===== src/rtl/squid_pkg.sv =====
`default_nettype none
// ============================================================================
// Module   : squid_pkg
// Brief    : GF(2^4) types, field multiply and parity-check matrix for SQUID.
// Revision : 1.0
// ============================================================================
package squid_pkg;

  localparam int SYM_W = 4;
  localparam logic [SYM_W:0] GF_POLY = 5'b10011;  // x^4 + x + 1

  localparam int H_NUM_SYN = 4;
  localparam int H_NUM_SYM = 12;

  typedef logic [SYM_W-1:0] sym_t;

  typedef enum logic [0:0] {
    ST_ACCUM = 1'b0,
    ST_HOLD  = 1'b1
  } state_t;

  localparam sym_t H_MAT [H_NUM_SYN][H_NUM_SYM] = '{
    '{4'd9,  4'd13, 4'd15, 4'd14, 4'd7, 4'd10, 4'd5,  4'd11, 4'd12, 4'd6, 4'd3,  4'd8},
    '{4'd13, 4'd14, 4'd10, 4'd11, 4'd6, 4'd8,  4'd2,  4'd9,  4'd15, 4'd7, 4'd5,  4'd12},
    '{4'd15, 4'd10, 4'd12, 4'd8,  4'd1, 4'd15, 4'd10, 4'd12, 4'd8,  4'd1, 4'd15, 4'd10},
    '{4'd14, 4'd11, 4'd8,  4'd9,  4'd7, 4'd12, 4'd4,  4'd13, 4'd10, 4'd6, 4'd2,  4'd15}
  };

  // Shift-and-add multiply, reducing by GF_POLY whenever the running term overflows.
  function automatic sym_t gf_mul(sym_t a, sym_t b);
    sym_t p;
    sym_t t;
    logic carry;
    p = '0;
    t = a;
    for (int i = 0; i < SYM_W; i++) begin
      if (b[i]) p = p ^ t;
      carry = t[SYM_W-1];
      t = {t[SYM_W-2:0], 1'b0};
      if (carry) t = t ^ GF_POLY[SYM_W-1:0];
    end
    return p;
  endfunction

endpackage
`default_nettype wire


===== src/rtl/squid_syndrome_accum_gfmult.sv =====
`default_nettype none
// ============================================================================
// Module   : squid_syndrome_accum_gfmult
// Brief    : Combinational GF(2^SYM_W) multiplier used per lane per syndrome.
// Revision : 1.0
// ============================================================================
module squid_syndrome_accum_gfmult
  import squid_pkg::*;
(
  input  sym_t i_a,
  input  sym_t i_b,
  output sym_t o_p
);

  assign o_p = gf_mul(i_a, i_b);

endmodule
`default_nettype wire


===== src/rtl/squid_syndrome_accum.sv =====
`default_nettype none
// ============================================================================
// Module   : squid_syndrome_accum
// Brief    : Streaming syndrome generator; accumulates S[k] over beats, then holds.
// Revision : 1.0
// ============================================================================
module squid_syndrome_accum #(
  parameter int SYM_W        = 4,
  parameter int NUM_SYM      = 12,
  parameter int NUM_SYN      = 4,
  parameter int SYM_PER_BEAT = 4
) (
  input  logic                          clk,
  input  logic                          rst,
  input  logic                          in_valid,
  output logic                          in_ready,
  input  logic [SYM_PER_BEAT*SYM_W-1:0] in_sym,
  input  logic                          flush,
  output logic                          syn_valid,
  input  logic                          syn_ready,
  output logic [NUM_SYN*SYM_W-1:0]      syn,
  output logic                          syn_zero
);
  import squid_pkg::*;

  localparam int c_num_beats = NUM_SYM / SYM_PER_BEAT;
  localparam int c_cnt_w     = (c_num_beats > 1) ? $clog2(c_num_beats) : 1;

  if ((NUM_SYM % SYM_PER_BEAT) != 0) begin : g_chk_div
    $error("SYM_PER_BEAT must divide NUM_SYM");
  end
  if (SYM_W != squid_pkg::SYM_W) begin : g_chk_symw
    $error("SYM_W must match the field width of squid_pkg");
  end
  if ((NUM_SYN > H_NUM_SYN) || (NUM_SYM > H_NUM_SYM)) begin : g_chk_hmat
    $error("H_MAT is too small for NUM_SYN/NUM_SYM");
  end

  state_t                          r_state;
  state_t                          w_state_next;
  logic [c_cnt_w-1:0]              r_beat_cnt;
  logic [NUM_SYN-1:0][SYM_W-1:0]   r_acc;
  logic [NUM_SYN-1:0][SYM_W-1:0]   w_acc_next;
  logic [NUM_SYN-1:0][SYM_W-1:0]   r_syn;
  logic                            r_syn_zero;
  logic [SYM_W-1:0]                w_prod [NUM_SYN][SYM_PER_BEAT];
  logic                            w_fire;
  logic                            w_last;

  assign in_ready  = (r_state == ST_ACCUM) | syn_ready;
  assign w_fire    = in_valid & in_ready & ~flush;
  assign w_last    = (r_beat_cnt == c_cnt_w'(c_num_beats - 1));
  assign syn_valid = (r_state == ST_HOLD);
  assign syn       = r_syn;
  assign syn_zero  = r_syn_zero;

  // H coefficients are constants, so each mux + multiplier folds to XOR logic.
  for (genvar k = 0; k < NUM_SYN; k++) begin : g_syn
    for (genvar i = 0; i < SYM_PER_BEAT; i++) begin : g_lane
      logic [SYM_W-1:0] w_coef;

      always_comb begin
        w_coef = '0;
        for (int b = 0; b < c_num_beats; b++) begin
          if (r_beat_cnt == c_cnt_w'(b)) w_coef = H_MAT[k][b*SYM_PER_BEAT+i];
        end
      end

      squid_syndrome_accum_gfmult u_gfmult (
        .i_a (in_sym[i*SYM_W +: SYM_W]),
        .i_b (w_coef),
        .o_p (w_prod[k][i])
      );
    end
  end

  always_comb begin
    for (int k = 0; k < NUM_SYN; k++) begin
      w_acc_next[k] = r_acc[k];
      for (int i = 0; i < SYM_PER_BEAT; i++) begin
        w_acc_next[k] = w_acc_next[k] ^ w_prod[k][i];
      end
    end
  end

  always_comb begin
    w_state_next = r_state;
    case (r_state)
      ST_ACCUM: if (w_fire && w_last) w_state_next = ST_HOLD;
      // A last beat accepted during the handshake re-enters HOLD with no bubble.
      ST_HOLD:  if (syn_ready) w_state_next = (w_fire && w_last) ? ST_HOLD : ST_ACCUM;
      default:  w_state_next = ST_ACCUM;
    endcase
  end

  always_ff @(posedge clk or posedge rst) begin
    if (rst) r_state <= ST_ACCUM;
    else     r_state <= w_state_next;
  end

  always_ff @(posedge clk or posedge rst) begin
    if (rst) begin
      r_beat_cnt <= '0;
      r_acc      <= '0;
      r_syn      <= '0;
      r_syn_zero <= 1'b0;
    end else if (flush) begin
      r_beat_cnt <= '0;
      r_acc      <= '0;
    end else if (w_fire) begin
      if (w_last) begin
        r_beat_cnt <= '0;
        r_acc      <= '0;
        r_syn      <= w_acc_next;
        r_syn_zero <= (w_acc_next == '0);
      end else begin
        r_beat_cnt <= r_beat_cnt + c_cnt_w'(1);
        r_acc      <= w_acc_next;
      end
    end
  end

endmodule
`default_nettype wire


===== config.mk =====
export PLATFORM = sky130hd
export DESIGN_NAME = squid_syndrome_accum
export DESIGN_NICKNAME = d
export VERILOG_FILES = /design/src/rtl/squid_pkg.sv /design/src/rtl/squid_syndrome_accum_gfmult.sv /design/src/rtl/squid_syndrome_accum.sv
export SDC_FILE = /design/constraint.sdc
export NUM_CORES = 1
export LEC_CHECK = 0
export CAP_MARGIN = 20
export CORE_MARGIN = 3
export CORE_UTILIZATION = 55
export DETAILED_ROUTE_END_ITERATION = 7
export HOLD_SLACK_MARGIN = 0.03
export PLACE_DENSITY = 0.77
export SYNTH_ARGS = -nofsm -noshare
export SYNTH_HDL_FRONTEND = slang
export SYNTH_SLANG_ARGS = --single-unit

===== constraint.sdc =====
create_clock -name clk -period 4.2 [get_ports clk]
set_clock_uncertainty 0.05 [all_clocks]
set_input_delay 0.42 -clock clk [delete_from_list [all_inputs] [get_ports clk]]
set_output_delay 0.42 -clock clk [all_outputs]
set_load 0.05 [all_outputs]

==> out/results.md, run 1 <==
### Job
* **number of max-cap violations** 0

### STA
* **post-route fraction of the period consumed by the critical path** 90.79%
* **top achievable clock speed** 0.2622 GHz
* **final sum of negative setup slack** 0 ps
* **worst slew pin tran** 783.1 ps
* **tightest hold margin** 422.6 ps
* **final max-slew violation count** 0
* **unrepaired setup endpoints after global routing** false
* **count of final hold-check violations** 0
* **final number of setup-violating endpoints** 0
* **Slew headroom** 47.68%
* **Final min period** 3813 ps
* **least setup slack across all paths after layout** 386.6 ps

### CTS
* **total clock buffers created by CTS** 5
* **total number of clock tree sinks** 36
* **number of hold buffers added after CTS** 0
* **maximum number of buffers from clock root to sink** 2
* **clock tree from TritonCTS** done
* **buffer cell driving the clock tree root** sky130_fd_sc_hd__clkbuf_8
* **Post-CTS Setup Repair Bufs** 0
* **H-tree levels** 2
* **post_cts resized** 0
* **clock latency reported for the late side of the worst-skew pair** 290 ps
* **clock-pin slew on the worst setup and hold paths** 70 ps

### Drt
* **final routed wire length divided by cell count** 18.19 um
* **via total after detailed routing** 3523
* **wire length reported by the detailed router** 11550 um
* **number of violations reported at the end of detailed-routing iteration 0** 256
* **ratio of routed vias to standard cells** 5.548
* **remaining antenna violation count** 0
* **router iterations before antenna repair** 5
* **post-route DRC violation count** 0

### Placed design
* **routability congestion estimate from global placement** 0.9901
* **placed wire-length estimate** 8890 um
* **Worst Setup Slack post-DPL** 467.6 ps
* **Port Buf Inserts** 39
* **number of cells in the design after placement** 628

### Cells and area
* **final cell utilization of the core** 65.37%
* **ant diodes** 0
* **number of nets in the layout** 562
* **synth-to-layout area growth** 13.55%
* **share of layout cells above drive strength 1** 10.26%
* **Final Non-Filler Cells** 635

### Setup path
* **startpoint of the lowest-slack register-to-register path** r_beat_cnt[0]
* **worst setup path endpoint** syn_zero
* **crit path max fanout** 13
* **type of origin of the critical path** flip-flop
* **kind of critical path** flip-flop to flip-flop
* **launching element of the worst setup path** r_beat_cnt[0]
* **worst endpoint data arrival time** 3970 ps
* **element type at the critical path end** flip-flop
* **r2r setup slk** 390 ps
* **data required time at the worst endpoint** 4350 ps
* **Reg2Reg Depth** 12
* **R2R Path End** syn_zero

### Floorplanning
* **number of cell rows** 31
* **die span in x** 93.60 um
* **boundary pin count** 40
* **Initial Util** 57.57%
* **DIE AREA** 8760 um^2
* **Die Span Y** 93.60 um
* **Std-Cell Core Area** 7331 um^2

### Yosys
* **share of Yosys cell area claimed by the top area cell type** 29.88%
* **register area share after synthesis** 21.35%
* **Post-synth EDFFs** 0
* **top area cells in the synthesized netlist** sky130_fd_sc_hd__xnor2_1 30%, sky130_fd_sc_hd__dfrtp_1 21%, sky130_fd_sc_hd__xor2_1 8.9%
* **leading register cell type out of synthesis** sky130_fd_sc_hd__dfrtp_1
* **Post-Syn Instances** 504
* **number of synthesized register bits** 36
* **post-synth top area cell** sky130_fd_sc_hd__xnor2_1
* **Post-Synthesis Mean Instance Area** 8.374 um^2
* **Synth cell types** 47
* **number of warnings issued by yosys** 0
* **cell area after synthesis** 4220 um^2
* **Post-Synthesis Net Count** 530
* **share of async-settable or async-resettable flops after synthesis** 100.0%

### Global route
* **pin count of the biggest net entering global routing** 21
* **vias in the first global route** 3438
* **initial antenna violation count** 0
* **global route total overflow** 0
* **wire length of the first global-routing pass** 18240 um
* **GR Util All Layers** 27.21%

### Min path
* **path category of the worst min-delay check** flip-flop to flip-flop

### Pwr
* **maximum VDD drop** 0.2663 mV
* **pwr/cell area** 618.1 nW/um^2
* **leakage power summed over all cells** 1.899 nW

### Status
* **status** finished clean

## critical path, stage by stage, from the launching register on
cell                       delay (ps)
sky130_fd_sc_hd__dfrtp_1          500
sky130_fd_sc_hd__inv_1            180
sky130_fd_sc_hd__ha_1             510
sky130_fd_sc_hd__buf_4            280
sky130_fd_sc_hd__o21bai_1         380
sky130_fd_sc_hd__nor2_1           150
sky130_fd_sc_hd__xor2_1           220
sky130_fd_sc_hd__xnor2_2          370
sky130_fd_sc_hd__xnor2_2          190
sky130_fd_sc_hd__xor2_1           310
sky130_fd_sc_hd__xnor2_1          160
sky130_fd_sc_hd__nand4b_1         230
sky130_fd_sc_hd__o31ai_2          190
## cells by family after synthesis
| kind of cell | Yosys count | share of synthesized area, % |
|---|---|---|
| AND/OR/NAND/NOR | 149 | 15.33 |
| multiplexers | 12 | 3.172 |
| XOR/XNOR | 198 | 43.23 |
| adder cells (fa/ha/maj) | 5 | 1.482 |
| AO/OA/AOI/OAI | 61 | 10.05 |
| flip-flops | 36 | 21.35 |
| buffers and inverters | 43 | 5.396 |
## per-stage QoR
step	cell area, um^2	total power, mW
final	4792	2.962
after global routing	4792	3.127
after global placement	4688	2.656
after detailed placement	4696	2.679
after floorplan	4220	2.144
after CTS	4792	2.953
## cells in the mapped netlist (2+ instances only)
library cell               instances
sky130_fd_sc_hd__a21oi_1          11
sky130_fd_sc_hd__buf_6             3
sky130_fd_sc_hd__dfrtp_1          36
sky130_fd_sc_hd__o21ai_0           9
sky130_fd_sc_hd__inv_1             7
sky130_fd_sc_hd__buf_4             7
sky130_fd_sc_hd__xnor2_1         144
sky130_fd_sc_hd__nand3_1           5
sky130_fd_sc_hd__xnor2_2           6
sky130_fd_sc_hd__nor2_1           21
sky130_fd_sc_hd__a22o_1           16
sky130_fd_sc_hd__buf_2            14
sky130_fd_sc_hd__nor3_1            3
sky130_fd_sc_hd__clkbuf_1          9
sky130_fd_sc_hd__a22oi_1           4
sky130_fd_sc_hd__mux2_2           11
sky130_fd_sc_hd__xor2_2            4
sky130_fd_sc_hd__o311ai_0          2
sky130_fd_sc_hd__nand2_1          91
sky130_fd_sc_hd__a31oi_1           3
sky130_fd_sc_hd__or3_1             3
sky130_fd_sc_hd__ha_1              5
sky130_fd_sc_hd__xor2_1           43
sky130_fd_sc_hd__inv_2             2
sky130_fd_sc_hd__o21ai_1           6
sky130_fd_sc_hd__nand2b_1          7
sky130_fd_sc_hd__nor2b_1          12
## worst min-delay path by stage
stage | from | endpoint | slack, ps | cells after the start
3_3_place_gp | syn[1] | syn[1] | 410 | 2
4_1_cts | syn[1] | syn[1] | 430 | 2
2_1_floorplan | r_acc[4] | r_acc[4] | 420 | 2
6_report | syn[1] | syn[1] | 420 | 2
5_1_grt | syn[1] | syn[1] | 440 | 2
3_5_place_dp | syn[1] | syn[1] | 410 | 2
## placed cells by master, fill, tap and decap left out, drive strengths merged, types with 9 or more instances in the layout
cell and count:
xor2 47, dfrtp 36, xnor2 150, inv 9, nor2 22, nor2b 12, mux2 11, a22o 16
o21ai 15, nand2 91, a21oi 11, buf 20, clkdlybuf4s50 39
## routing by layer
| metal | track usage (%) | wire, um | vias to the layer above |
|---|---|---|---|
| met1 | 37.28 | 5060 | 1702 |
| met4 | 8.303 | 306 | 0 |
| met5 | 0 | 0 | - |
| li1 | - | - | 1670 |
| met3 | 4.425 | 730 | 23 |
| met2 | 44.01 | 5456 | 128 |
## layout make-up
class / instances / area (um^2)
Multi-Input combinational cell: 425 / 3097
Fill cell: 602 / 2539
Sequential cell: 36 / 900.9
Timing Repair Buffer: 59 / 540.5
Tap cell: 99 / 123.9
Clock buffer: 7 / 96.34
Inverter: 9 / 33.78
## registers in the layout (all words and copies together), names as in the netlist
signal	count
r_acc	16
r_beat_cnt	2
syn	16
syn_valid	1
syn_zero	1
## where the power goes
group / internal, mW / total, mW / switching, mW
combinational: 0.910 / 2.11 / 1.20
clock: 0.146 / 0.266 / 0.120
sequential: 0.486 / 0.586 / 0.100
(Power assumes the default switching activity.)
==> run 2: changes to the inputs <==
Settings changed: CELL_PAD_IN_SITES_DETAIL_PLACEMENT set to 2, CELL_PAD_IN_SITES_GLOBAL_PLACEMENT set to 2, CORE_UTILIZATION 55 to 39, PLACE_DENSITY 0.77 to unset, PLACE_DENSITY_LB_ADDON set to 0.1, SETUP_SLACK_MARGIN set to 0.15.
==> out/results.md, run 2 (same netlist as run 1, synthesis figures left out) <==
### Status
* **status** finished clean

### STA
* **tightest hold margin** 439.3 ps, +16.71 ps
* **count of final hold-check violations** 0, unchanged
* **top achievable clock speed** 0.2774 GHz, +5.8%
* **post-route fraction of the period consumed by the critical path** 85.84%, -5.0 points
* **worst slew pin tran** 837.7 ps, +54.60 ps
* **final max-slew violation count** 0, unchanged
* **final number of setup-violating endpoints** 0, unchanged
* **Slew headroom** 43.98%, -3.7 points
* **Final min period** 3605 ps, -207.9 ps
* **unrepaired setup endpoints after global routing** false
* **final sum of negative setup slack** 0 ps, unchanged

### Global route
* **global route total overflow** 0, unchanged
* **initial antenna violation count** 0, unchanged
* **vias in the first global route** 3929, +14%
* **wire length of the first global-routing pass** 23600 um, +29%
* **GR Util All Layers** 26.51%, -0.70 points
* **pin count of the biggest net entering global routing** 37, +76%

### Pwr
* **Psw** 1.539 mW, +8.3%
* **combinational group share of total power** 70.1%, -1.1 points
* **Sw Ratio** 49.23%, +1.3 points
* **power share of the sequential group** 18.8%, -1.0 points
* **leakage power summed over all cells** 1.904 nW, +0.24%
* **pwr/cell area** 644.0 nW/um^2, +4.2%
* **maximum VDD drop** 0.3272 mV, +23%
* **Int Pwr** 1.587 mW, +2.9%
* **relative contribution of the clock network to total power** 11.1%, +2.1 points

### Drt
* **router iterations before antenna repair** 4, -1
* **ratio of routed vias to standard cells** 5.356, -3.5%
* **remaining antenna violation count** 0, unchanged
* **number of violations reported at the end of detailed-routing iteration 0** 222, -13%
* **final routed wire length divided by cell count** 22.74 um, +25%
* **post-route DRC violation count** 0, unchanged
* **via total after detailed routing** 3594, +2.0%
* **wire length reported by the detailed router** 15260 um, +32%

### Setup path
* **crit-path max cell delay** 630 ps, +120 ps
* **number of buffers and inverters on the critical path** 1, -1
* **element type at the critical path end** flip-flop
* **kind of critical path** flip-flop to flip-flop
* **worst-path cell chain** inv_1 > ha_1 > o21bai_1 > o21ai_0 > xor2_1 > xnor2_1 > xnor2_1 > xnor2_1 > or3_1 > o31ai_2
* **type of origin of the critical path** flip-flop
* **worst endpoint data arrival time** 3770 ps, -200 ps
* **cell family contributing the most delay on the critical path** compound AO/OA/AOI/OAI gates
* **instance count on the critical path** 10, -2
* **Reg2Reg Depth** 10, -2
* **cell repeated most along the worst path** sky130_fd_sc_hd__xnor2_1
* **data required time at the worst endpoint** 4370 ps, +20 ps
* **critical-path cell with the highest stage delay** sky130_fd_sc_hd__o21bai_1
* **crit path max fanout** 11, -2

### CTS
* **H-tree levels** 2, unchanged
* **total clock buffers created by CTS** 5, unchanged
* **clock latency reported for the late side of the worst-skew pair** 300 ps, about the same
* **clock tree from TritonCTS** done
* **maximum number of buffers from clock root to sink** 2, unchanged
* **total number of clock tree sinks** 36, unchanged
* **Post-CTS Setup Repair Bufs** 0, unchanged
* **clock-pin slew on the worst setup and hold paths** 80 ps, about the same
* **buffer cell driving the clock tree root** sky130_fd_sc_hd__clkbuf_8
* **number of hold buffers added after CTS** 0, unchanged
* **post_cts resized** 0, unchanged

### Floorplanning
* **Initial Util** 40.52%, -17 points
* **Die Span Y** 110.0 um, +18%
* **boundary pin count** 40, unchanged
* **Std-Cell Core Area** 10420 um^2, +42%
* **number of cell rows** 37, +19%
* **die span in x** 110.0 um, +18%
* **DIE AREA** 12110 um^2, +38%

### Cells and area
* **most used cells in the layout excluding fill and tap cells** 144 x sky130_fd_sc_hd__xnor2_1, 91 x sky130_fd_sc_hd__nand2_1, 43 x sky130_fd_sc_hd__xor2_1
* **multi-input logic area** 3097 um^2, unchanged
* **filler instances** 1168, +94%
* **share of layout cells above drive strength 1** 10.09%, -0.17 points
* **number of nets in the layout** 560, -0.36%
* **commonest non-fill, non-tap cell in the layout** sky130_fd_sc_hd__xnor2_1
* **ant diodes** 0, unchanged
* **sequential cell area in the final layout** 900.9 um^2, unchanged
* **synth-to-layout area growth** 15.00%

### Job
* **number of max-cap violations** 0, unchanged

### Placed design
* **placed wire-length estimate** 11680 um, +31%
* **Port Buf Inserts** 39, unchanged
* **routability congestion estimate from global placement** 0.8940, -9.7%

### Min path
* **hold path cells** 2, unchanged
* **path category of the worst min-delay check** flip-flop to flip-flop

==> run 2: cell count changes in the layout (fill, tap and decap cells not counted), sizes merged <==
cell	previous run	this run
bufinv	0	1
buf	20	18
==> run 2: final timing paths <==
path | start | end | slack, ps
max in group asynchronous | rst | r_acc[0] | 3280
worst min register to register | syn[8] | syn[8] | 440
min in group asynchronous | rst | syn[9] | 470
worst max register to register | r_beat_cnt[0] | syn_zero | 590
worst max-delay path | r_beat_cnt[0] | syn_zero | 590
worst min-delay path | syn[8] | syn[8] | 440
==> run 2: layout make-up <==
class                      instances  area share, %
tap                              136          3.506
sequential                        36          18.56
multi-input combinational        425          63.81
clock inverter                     1         0.6187
clock buffer                       7          1.985
timing repair buffer              57          10.83
inverter                           9         0.6961
==> run 2: stage by stage <==
stage / area (um^2) / power [mW] / utilization (%) / std cells / worst slack, ps
after floorplan: 4220 / 2.144 / - / 504 / 1418
after global placement: 4727 / 2.711 / 45.38 / 663 / 471.9
after detailed placement: 4727 / 2.759 / 45.38 / 663 / 425.0
after CTS: 4853 / 3.153 / 46.59 / 671 / 615.7
after global routing: 4853 / 3.315 / 46.59 / 671 / 315.9
final: 4853 / 3.126 / 46.59 / 671 / 594.5
==> run 2: layer usage <==
layer | routed length, um | GRT usage, %
met2 | 7568 | 45.75
met4 | 379 | 7.035
met5 | 0 | 0
met1 | 6766 | 35.14
met3 | 541 | 2.854
==> run 2: worst register-to-register path: stages (launching register included) <==
cell                       delay (ps)
sky130_fd_sc_hd__dfrtp_1          480
sky130_fd_sc_hd__inv_1            150
sky130_fd_sc_hd__ha_1             420
sky130_fd_sc_hd__o21bai_1         640
sky130_fd_sc_hd__o21ai_0          210
sky130_fd_sc_hd__xor2_1           390
sky130_fd_sc_hd__xnor2_1          200
sky130_fd_sc_hd__xnor2_1          170
sky130_fd_sc_hd__xnor2_1          150
sky130_fd_sc_hd__or3_1            440
sky130_fd_sc_hd__o31ai_2          240
==> run 2: power by group through the flow <==
stage	Combinational [mW]	Clock (mW)	Sequential, mW
after floorplan	1.33	0	0.817
after global placement	2.12	0	0.587
after detailed placement	2.17	0	0.593
after CTS	2.21	0.353	0.591
after global routing	2.34	0.367	0.607
final	2.19	0.347	0.589
